## config.mk

```make
export PLATFORM = sky130hd
export DESIGN_NAME = uart_tx_flat
export DESIGN_NICKNAME = d
export VERILOG_FILES = /design/src/rtl/uart_tx_if.sv /design/src/rtl/uart_tx.sv /design/src/flat_wrapper.sv
export SDC_FILE = /design/constraint.sdc
export NUM_CORES = 1
export LEC_CHECK = 0
export ABC_AREA = 1
export CORE_MARGIN = 2
export CORE_UTILIZATION = 55
export DETAILED_ROUTE_END_ITERATION = 8
export PLACE_DENSITY = 0.79
export REMOVE_ABC_BUFFERS = 1
export SYNTH_ARGS = -nofsm -noshare
export SYNTH_HDL_FRONTEND = slang
export SYNTH_SLANG_ARGS = --single-unit
```

## constraint.sdc

```tcl
create_clock -name clk -period 3.71 [get_ports clk]
set_clock_uncertainty 0.15 [all_clocks]
set_input_delay 0.371 -clock clk [delete_from_list [all_inputs] [get_ports clk]]
set_output_delay 0.371 -clock clk [all_outputs]
set_load 0.05 [all_outputs]
```

## src/rtl/uart_tx_if.sv

```systemverilog
// Host-side handshake bundle for the serial transmitter: start/data in, busy/done/line out.
interface uart_tx_if #(
  parameter int NUM_DATA_BITS = 8
);
  logic                     tx_start;
  logic [NUM_DATA_BITS-1:0] tx_data;
  logic                     tx_busy;
  logic                     tx_done;
  logic                     serial_out;

  modport master (
    output tx_start,
    output tx_data,
    input  tx_busy,
    input  tx_done,
    input  serial_out
  );

  modport slave (
    input  tx_start,
    input  tx_data,
    output tx_busy,
    output tx_done,
    output serial_out
  );
endinterface

```

## src/rtl/uart_tx.sv

```systemverilog
// UART transmitter: start bit, LSB-first data, stop bit; CLKS_PER_BIT clocks per bit.
// All outputs registered; tx_start is only honoured in IDLE (no queueing while busy).
module uart_tx #(
  parameter int CLKS_PER_BIT  = 10,
  parameter int NUM_DATA_BITS = 8,
  parameter int CNT_BITS      = 4
) (
  input  logic     clk,
  input  logic     rst,
  uart_tx_if.slave bus
);

  localparam int IDX_BITS = (NUM_DATA_BITS > 1) ? $clog2(NUM_DATA_BITS) : 1;
  // The bit-period counter holds (count - 1), so a count of 1..2**CNT_BITS fits in CNT_BITS.
  localparam logic [CNT_BITS-1:0] CNT_LAST = CNT_BITS'(CLKS_PER_BIT - 1);
  localparam logic [IDX_BITS-1:0] IDX_LAST = IDX_BITS'(NUM_DATA_BITS - 1);

  typedef enum logic [1:0] {
    IDLE  = 2'd0,
    START = 2'd1,
    DATA  = 2'd2,
    STOP  = 2'd3
  } state_t;

  state_t                   state_q,   state_d;
  logic [CNT_BITS-1:0]      bit_cnt_q, bit_cnt_d;
  logic [IDX_BITS-1:0]      bit_idx_q, bit_idx_d;
  logic [NUM_DATA_BITS-1:0] shreg_q,   shreg_d;
  logic                     serial_q,  serial_d;
  logic                     busy_q,    busy_d;
  logic                     done_q,    done_d;
  logic                     bit_end;

  assign bit_end = (bit_cnt_q == CNT_LAST);

  always_ff @(posedge clk or posedge rst) begin
    if (rst) begin
      state_q   <= IDLE;
      bit_cnt_q <= '0;
      bit_idx_q <= '0;
      shreg_q   <= '0;
      serial_q  <= 1'b1;
      busy_q    <= 1'b0;
      done_q    <= 1'b0;
    end else begin
      state_q   <= state_d;
      bit_cnt_q <= bit_cnt_d;
      bit_idx_q <= bit_idx_d;
      shreg_q   <= shreg_d;
      serial_q  <= serial_d;
      busy_q    <= busy_d;
      done_q    <= done_d;
    end
  end

  always_comb begin
    state_d   = state_q;
    bit_cnt_d = bit_end ? '0 : bit_cnt_q + 1'b1;
    bit_idx_d = bit_idx_q;
    shreg_d   = shreg_q;
    serial_d  = serial_q;
    busy_d    = busy_q;
    done_d    = 1'b0;

    case (state_q)
      IDLE: begin
        serial_d  = 1'b1;
        busy_d    = 1'b0;
        bit_cnt_d = '0;
        if (bus.tx_start) begin
          shreg_d   = bus.tx_data;
          bit_idx_d = '0;
          state_d   = START;
          serial_d  = 1'b0;
          busy_d    = 1'b1;
        end
      end
      START: begin
        if (bit_end) begin
          state_d  = DATA;
          serial_d = shreg_q[0];
        end
      end
      DATA: begin
        if (bit_end) begin
          shreg_d = shreg_q >> 1;
          if (bit_idx_q == IDX_LAST) begin
            state_d  = STOP;
            serial_d = 1'b1;
          end else begin
            bit_idx_d = bit_idx_q + 1'b1;
            serial_d  = shreg_q[1];
          end
        end
      end
      STOP: begin
        if (bit_end) begin
          state_d = IDLE;
          busy_d  = 1'b0;
          done_d  = 1'b1;
        end
      end
      default: begin
        state_d  = IDLE;
        serial_d = 1'b1;
        busy_d   = 1'b0;
      end
    endcase
  end

  assign bus.serial_out = serial_q;
  assign bus.tx_busy    = busy_q;
  assign bus.tx_done    = done_q;

endmodule

```

## src/flat_wrapper.sv

```systemverilog
// flat-port wrapper written by rule: the top's interface ports become plain ports
module uart_tx_flat 
#(
  parameter int CLKS_PER_BIT  = 10,
  parameter int NUM_DATA_BITS = 8,
  parameter int CNT_BITS      = 4
)
  (clk, rst, bus_tx_start, bus_tx_data, bus_tx_busy, bus_tx_done, bus_serial_out);
  uart_tx_if #(.NUM_DATA_BITS(NUM_DATA_BITS)) bus_i ();
  input  logic clk;
  input  logic rst;
  input wire logic [$bits(bus_i.tx_start)-1:0] bus_tx_start;
  input wire logic [$bits(bus_i.tx_data)-1:0] bus_tx_data;
  output wire logic [$bits(bus_i.tx_busy)-1:0] bus_tx_busy;
  output wire logic [$bits(bus_i.tx_done)-1:0] bus_tx_done;
  output wire logic [$bits(bus_i.serial_out)-1:0] bus_serial_out;
  assign bus_i.tx_start = bus_tx_start;
  assign bus_i.tx_data = bus_tx_data;
  assign bus_tx_busy = bus_i.tx_busy;
  assign bus_tx_done = bus_i.tx_done;
  assign bus_serial_out = bus_i.serial_out;
  uart_tx #(.CLKS_PER_BIT(CLKS_PER_BIT), .NUM_DATA_BITS(NUM_DATA_BITS), .CNT_BITS(CNT_BITS)) u_core (.clk(clk), .rst(rst), .bus(bus_i));
endmodule
```

==> impl_metrics.tcl, run 1 <==
set metrics [dict create \
    worst_path_max_delay_cell "clkdlybuf4s50_1" \
    reg2regPathDepth 7 \
    ios 14 \
    ff2ff_setup_slack_ns 1.71 \
    cp_data_arrival_time_ns 1.64 \
    hpwl_um 1560 \
    cts-root-buf "clkbuf_4" \
    port_buffers 13 \
    postSynthCellCount 141 \
    period_share_pct 58.1 \
    path_buf_inv 1 \
    cts.sinks 20 \
    antenna_found_initial 0 \
    critical-path-top-delay-family "buffers and inverters" \
    ctsHoldBuffers 0 \
    drcViolationCount 0 \
    power_density_nw_per_um2 826 \
    rr_startpoint "u_core.state_q[0]" \
    drv_cap 0 \
    cp-end-kind "primary output" \
    final_common_cell "nand2_1" \
    p_leak_nw 0.705 \
    route.vias.total 935 \
    via_per_inst 5.14 \
    cp.depth 1 \
    core_um2 2020 \
    diodes 0 \
    start_kind "register" \
    ys_seq_area_share_pct 41.6 \
    clk_latency_ns 0.30 \
    hold_path_class "reg2reg" \
    ir_drop_v 0.000437 \
    fmax_ghz 0.464 \
    clockBufferDepth 2 \
    setup_tns_ns 0 \
    cts_max_level 1 \
    path_cells "clkdlybuf4s50_1" \
    die_x_um 50.8 \
    cts_made_buffers 3 \
    dr.pass1.iters 4 \
    fill_cells 170 \
    wl_per_cell_um 11.7 \
    cts_tree "done" \
    grt_max_degree 21 \
    r2r-end "u_core.bit_idx_q[1]" \
    grt_pass1_vias 861 \
    syn_area_um2 1210 \
    grt_use_total_pct 19.3 \
    initial_core_util_pct 59.7 \
    final_cell_mix "39 x nand2_1, 19 x dfrtp_1, 13 x inv_1, 13 x clkdlybuf4s50_1, 11 x ha_1" \
    crit_path_end "bus_serial_out" \
    register_area_um2 502 \
    startpoint "u_core.bus.serial_out" \
    status "finished clean" \
    drv_slew 0 \
    slowest_delay_ns 0.79 \
    grt_pass1_wl_um 3730 \
    yosysUniqueCellTypes 25 \
    gp_congestion 0.847 \
    multiInputGateArea_um2 614 \
    rsz0062_at_grt "false" \
    die_h_um 50.8 \
    nets 178 \
    path_class "reg2out" \
    worstMarginPinSlew_ns 0.762 \
    clkSlewWorstSetupHoldPaths_ns 0.11 \
    dieArea_um2 2580 \
    ys_ff_latch 20 \
    setup_viol 0 \
    relSlewSlack_pct 49.1 \
    drive_above_1_share_pct 13.5 \
    fin_crit_ns 2.16 \
    area_growth_pct 13.8 \
    post_cts_resized 0 \
    ant_nets 0 \
    avgSynthCellArea_um2 8.55 \
    hold_viol_final 0 \
    grt-ovfl-total 0 \
    drt-total-wl_um 2140 \
    drtIter0Drc 16 \
    yosysWarnings 0 \
    fin_util_pct 67.9 \
    worstPathRequired_ns 3.19 \
    critPathMaxFanout 2 \
    num_rows 16 \
    cts_setup_buffers 0 \
]
==> sequential cells by signal, indices dropped and copies added, names as in the netlist <==
signal / flops
u_core.shreg_q: 8
u_core.bit_cnt_q: 4
u_core.bit_idx_q: 3
u_core.state_q: 2
u_core.bus.serial_out: 1
u_core.bus.tx_busy: 1
u_core.bus.tx_done: 1
==> worst min-delay path by stage <==
stage | startpoint | end | slack (ns) | cells past startpoint
after floorplan | rst | u_core.bit_cnt_q[0] | 0.18 | 1
after detailed placement | u_core.bus.serial_out | u_core.bus.serial_out | 0.31 | 2
final | u_core.bus.serial_out | u_core.bus.serial_out | 0.32 | 2
after global placement | u_core.bus.serial_out | u_core.bus.serial_out | 0.31 | 2
after CTS | u_core.bus.serial_out | u_core.bus.serial_out | 0.33 | 2
after global routing | u_core.bus.serial_out | u_core.bus.serial_out | 0.34 | 2
==> through the flow <==
stage	worst slack (ns)	cells	hold WS, ns	power (mW)	instance area [µm²]
CTS	1.54	182	0.325	1.14	1370
global route	1.52	182	0.335	1.24	1370
detailed placement	1.72	178	0.309	1.01	1340
global placement	1.85	178	0.306	0.983	1340
floorplan	2.01	138	0.184	0.871	1170
finish	1.55	182	0.324	1.13	1370
==> cell families after synthesis <==
| family | Yosys count | synth area share, % |
|---|---|---|
| and+or+nand+nor | 73 | 30.4 |
| DFF | 20 | 41.6 |
| buffers and inverters | 18 | 7.47 |
| AOI/OAI and AO/OA | 17 | 7.68 |
| adders and majority gates | 11 | 11.4 |
| xor gates and xnor gates | 2 | 1.45 |
==> Yosys cell counts <==
library cell / number / area [µm²]
o21ai_0: 3 / 15.0
nand2_1: 39 / 146
xor2_1: 1 / 8.76
dfrtp_1: 19 / 475
o21ai_2: 1 / 8.76
nand4_1: 3 / 18.8
inv_1: 13 / 48.8
nor2_1: 9 / 33.8
nand3_4: 1 / 17.5
ha_1: 11 / 138
or2_2: 2 / 12.5
nand2_4: 4 / 45.0
nand3_1: 4 / 20.0
a21boi_1: 1 / 7.51
dfstp_2: 1 / 26.3
inv_2: 2 / 7.51
a21oi_1: 1 / 5.00
nor2_2: 3 / 18.8
xnor2_1: 1 / 8.76
nand2_2: 2 / 12.5
or2_1: 5 / 31.3
o21ai_1: 10 / 50.1
o22ai_1: 1 / 6.26
nand3_2: 1 / 10.0
buf_6: 3 / 33.8
==> routing by layer <==
layer | vias to the layer above | global-route usage (%) | wire length [µm]
met3 | 4 | 2.63 | 79
met2 | 24 | 31.8 | 1030
met4 | 0 | 6.76 | 23
met5 | - | 0 | 0
li1 | 472 | - | -
met1 | 435 | 26.1 | 1010
==> worst register-to-register path: stages (launching register included) <==
cell	delay (ns)
dfrtp_1	0.45
inv_1	0.16
ha_1	0.54
inv_2	0.23
nand2_1	0.16
nand2_4	0.07
nand4_1	0.09
nand2_1	0.06
==> cell type report <==
cell class	instances	area share (%)
multi-input combinational	103	44.8
tap	27	2.46
clock buffer	4	2.64
timing repair buffer	13	9.48
sequential	20	36.6
inverter	15	4.10
==> where the power goes <==
part / total [mW] / internal (mW) / switching (mW)
sequential: 0.381 / 0.315 / 0.0660
clock: 0.127 / 0.0598 / 0.0669
combinational: 0.627 / 0.232 / 0.395
Note: power is estimated with default switching activity, not from simulation.
==> inputs of run 2 (changes only) <==
--- a/config.mk
+++ b/config.mk
@@ -7,9 +7,9 @@
 export LEC_CHECK = 0
 export ABC_AREA = 1
 export CORE_MARGIN = 2
-export CORE_UTILIZATION = 55
+export CORE_UTILIZATION = 54
 export DETAILED_ROUTE_END_ITERATION = 8
-export PLACE_DENSITY = 0.79
+export PLACE_DENSITY = 0.77
 export REMOVE_ABC_BUFFERS = 1
 export SYNTH_ARGS = -nofsm -noshare
 export SYNTH_HDL_FRONTEND = slang
==> constraint.sdc (replaced) <==
create_clock -name clk -period 2.1 [get_ports clk]
set_clock_uncertainty 0.15 [all_clocks]
set_input_delay 0.21 -clock clk [delete_from_list [all_inputs] [get_ports clk]]
set_output_delay 0.21 -clock clk [all_outputs]
set_load 0.05 [all_outputs]
==> run 2 against run 1 <==
Combinational power grew 75%. Final cell count up 1.6%. Register-to-register slack got worse by 1.4 ns. Power increased by 85%. Critical path depth did not move. Sequential cell count did not move. Wire length decreased by 4.8%. Sequential power is 77% higher. First-iteration DRC count unchanged. Largest cell class unchanged.
==> impl_metrics.tcl, run 2 (same netlist as run 1, synthesis figures left out) <==
set metrics [dict create \
    drive_above_1_share_pct 14.6 \
    rsz0062_at_grt "false" \
    switching_power_mw 0.928 \
    intPower_mw 1.17 \
    cp_data_arrival_time_ns 1.65 \
    antenna_found_initial 0 \
    grt-ovfl-total 0 \
    via_per_inst 4.89 \
    drv_cap 0 \
    ant_nets 0 \
    worst_path_max_delay_cell "clkdlybuf4s50_1" \
    power_density_nw_per_um2 1490 \
    pwr-share-clk_pct 15.2 \
    ctsHoldBuffers 0 \
    placed_cell_area_um2 1350 \
    core_um2 2170 \
    period_share_pct 95.5 \
    route.met3.wl_um 66 \
    grt_pass1_vias 847 \
    top_register "u_core.shreg_q" \
    dp.cells 181 \
    cts_made_buffers 3 \
    initial_core_util_pct 55.6 \
    grt_pass1_wl_um 3570 \
    largest_register_ffs 8 \
    finalPower_mw 2.10 \
    final_area_um2 1410 \
    dr.max_layer_used "met4" \
    clockBufferDepth 2 \
    multiInputGateArea_um2 614 \
    dr.pass1.iters 4 \
    reg_top3 "u_core.shreg_q: 8 flops, u_core.bit_cnt_q: 4 flops, u_core.bit_idx_q: 3 flops" \
    switching_share_pct 44.2 \
    ir_drop_v 0.000675 \
    diodes 0 \
    grt_use_total_pct 18.4 \
    drcViolationCount 0 \
    cts.sinks 20 \
    grt_max_degree 21 \
    wl_per_cell_um 11.0 \
    area_growth_pct 16.5 \
    status "finished clean" \
    path_cells "clkdlybuf4s50_1" \
    p_leak_nw 0.722 \
    fill_cells 210 \
    setup_tns_ns 0 \
    p_comb_share_pct 52.7 \
    stdcell_count 185 \
    path_class "reg2out" \
    port_buffers 13 \
    nets 180 \
    cts_setup_buffers 0 \
    final_common_cell "nand2_1" \
    seq_power_share_pct 32.1 \
    clk_latency_ns 0.31 \
    post_cts_resized 0 \
    hold_viol_final 0 \
    register_area_um2 502 \
    slowest_delay_ns 0.79 \
    critPathMaxFanout 2 \
    route.vias.total 904 \
    start_kind "register" \
    drtIter0Drc 16 \
    cp-end-kind "primary output" \
    num_rows 17 \
    relSlewSlack_pct 67.2 \
    worstPathRequired_ns 1.74 \
    fmax_ghz 0.499 \
    path_buf_inv 1 \
    dr_wl_met2_um 1010 \
    cts_max_level 1 \
    drt-met1-wl_um 905 \
    hpwl_um 1590 \
    critical-path-top-delay-family "buffers and inverters" \
    clkSlewWorstSetupHoldPaths_ns 0.12 \
    cts-root-buf "clkbuf_4" \
    ios 14 \
    gp_congestion 0.871 \
    fin_crit_ns 2.01 \
    die_x_um 51.3 \
    setup_viol 0 \
    holdWs_ns 0.0633 \
    drt-total-wl_um 2030 \
    cts_tree "done" \
    final_cell_mix "39 x nand2_1, 19 x dfrtp_1, 13 x inv_1, 13 x clkdlybuf4s50_1, 11 x ha_1" \
    worstMarginPinSlew_ns 0.490 \
    hold_path_class "in2async" \
    dieArea_um2 2630 \
    die_h_um 51.3 \
    drv_slew 0 \
]
-- run 2: layout make-up --
class / instances / area share (%)
clock inverter: 1 / 2.14
inverter: 15 / 4.01
timing repair buffer: 15 / 10.3
sequential: 20 / 35.7
tap: 28 / 2.49
multi-input combinational: 103 / 43.7
clock buffer: 3 / 1.60
-- run 2: worst paths after layout --
check	start	to	slack [ns]	depth (start not counted)
min reg2reg	u_core.bus.serial_out	u_core.bus.serial_out	0.32	2
min in group clk	bus_tx_data[7]	u_core.shreg_q[7]	0.31	3
min	rst	u_core.bus.tx_busy	0.06	3
max reg2reg	u_core.state_q[0]	u_core.shreg_q[5]	0.28	6
max	u_core.bus.serial_out	bus_serial_out	0.09	1
max in group asynchronous	rst	u_core.bus.serial_out	1.48	3
-- run 2: through the flow --
stage          setup slack [ns]  utilization, %
4_1_cts                  0.0736            64.8
2_1_floorplan             0.401               -
3_3_place_gp              0.363            62.3
5_1_grt                  0.0615            64.8
3_5_place_dp              0.277            62.3
6_report                 0.0949            64.8
-- run 2: worst register-to-register path: cells and delay by family, from the launching register on --
family / cells / cell delay (ns)
flip-flops: 1 / 0.43
adder cells (fa/ha/maj): 1 / 0.35
buffers and inverters: 2 / 0.33
AND/OR/NAND/NOR: 1 / 0.28
AO/OA/AOI/OAI: 2 / 0.17
-- run 2: power by group through the flow --
stage	clock (mW)	sequential (mW)	combinational, mW
2_1_floorplan	0	0.721	0.817
3_3_place_gp	0	0.671	1.07
3_5_place_dp	0	0.684	1.12
4_1_cts	0.329	0.676	1.12
5_1_grt	0.340	0.696	1.26
6_report	0.318	0.674	1.10
-- run 2: per-layer routing --
layer / GRT usage, % / vias to the layer above
li1: - / 474
met1: 22.2 / 408
met2: 31.2 / 16
met3: 3.51 / 6
met4: 9.21 / 0
met5: 0 / -
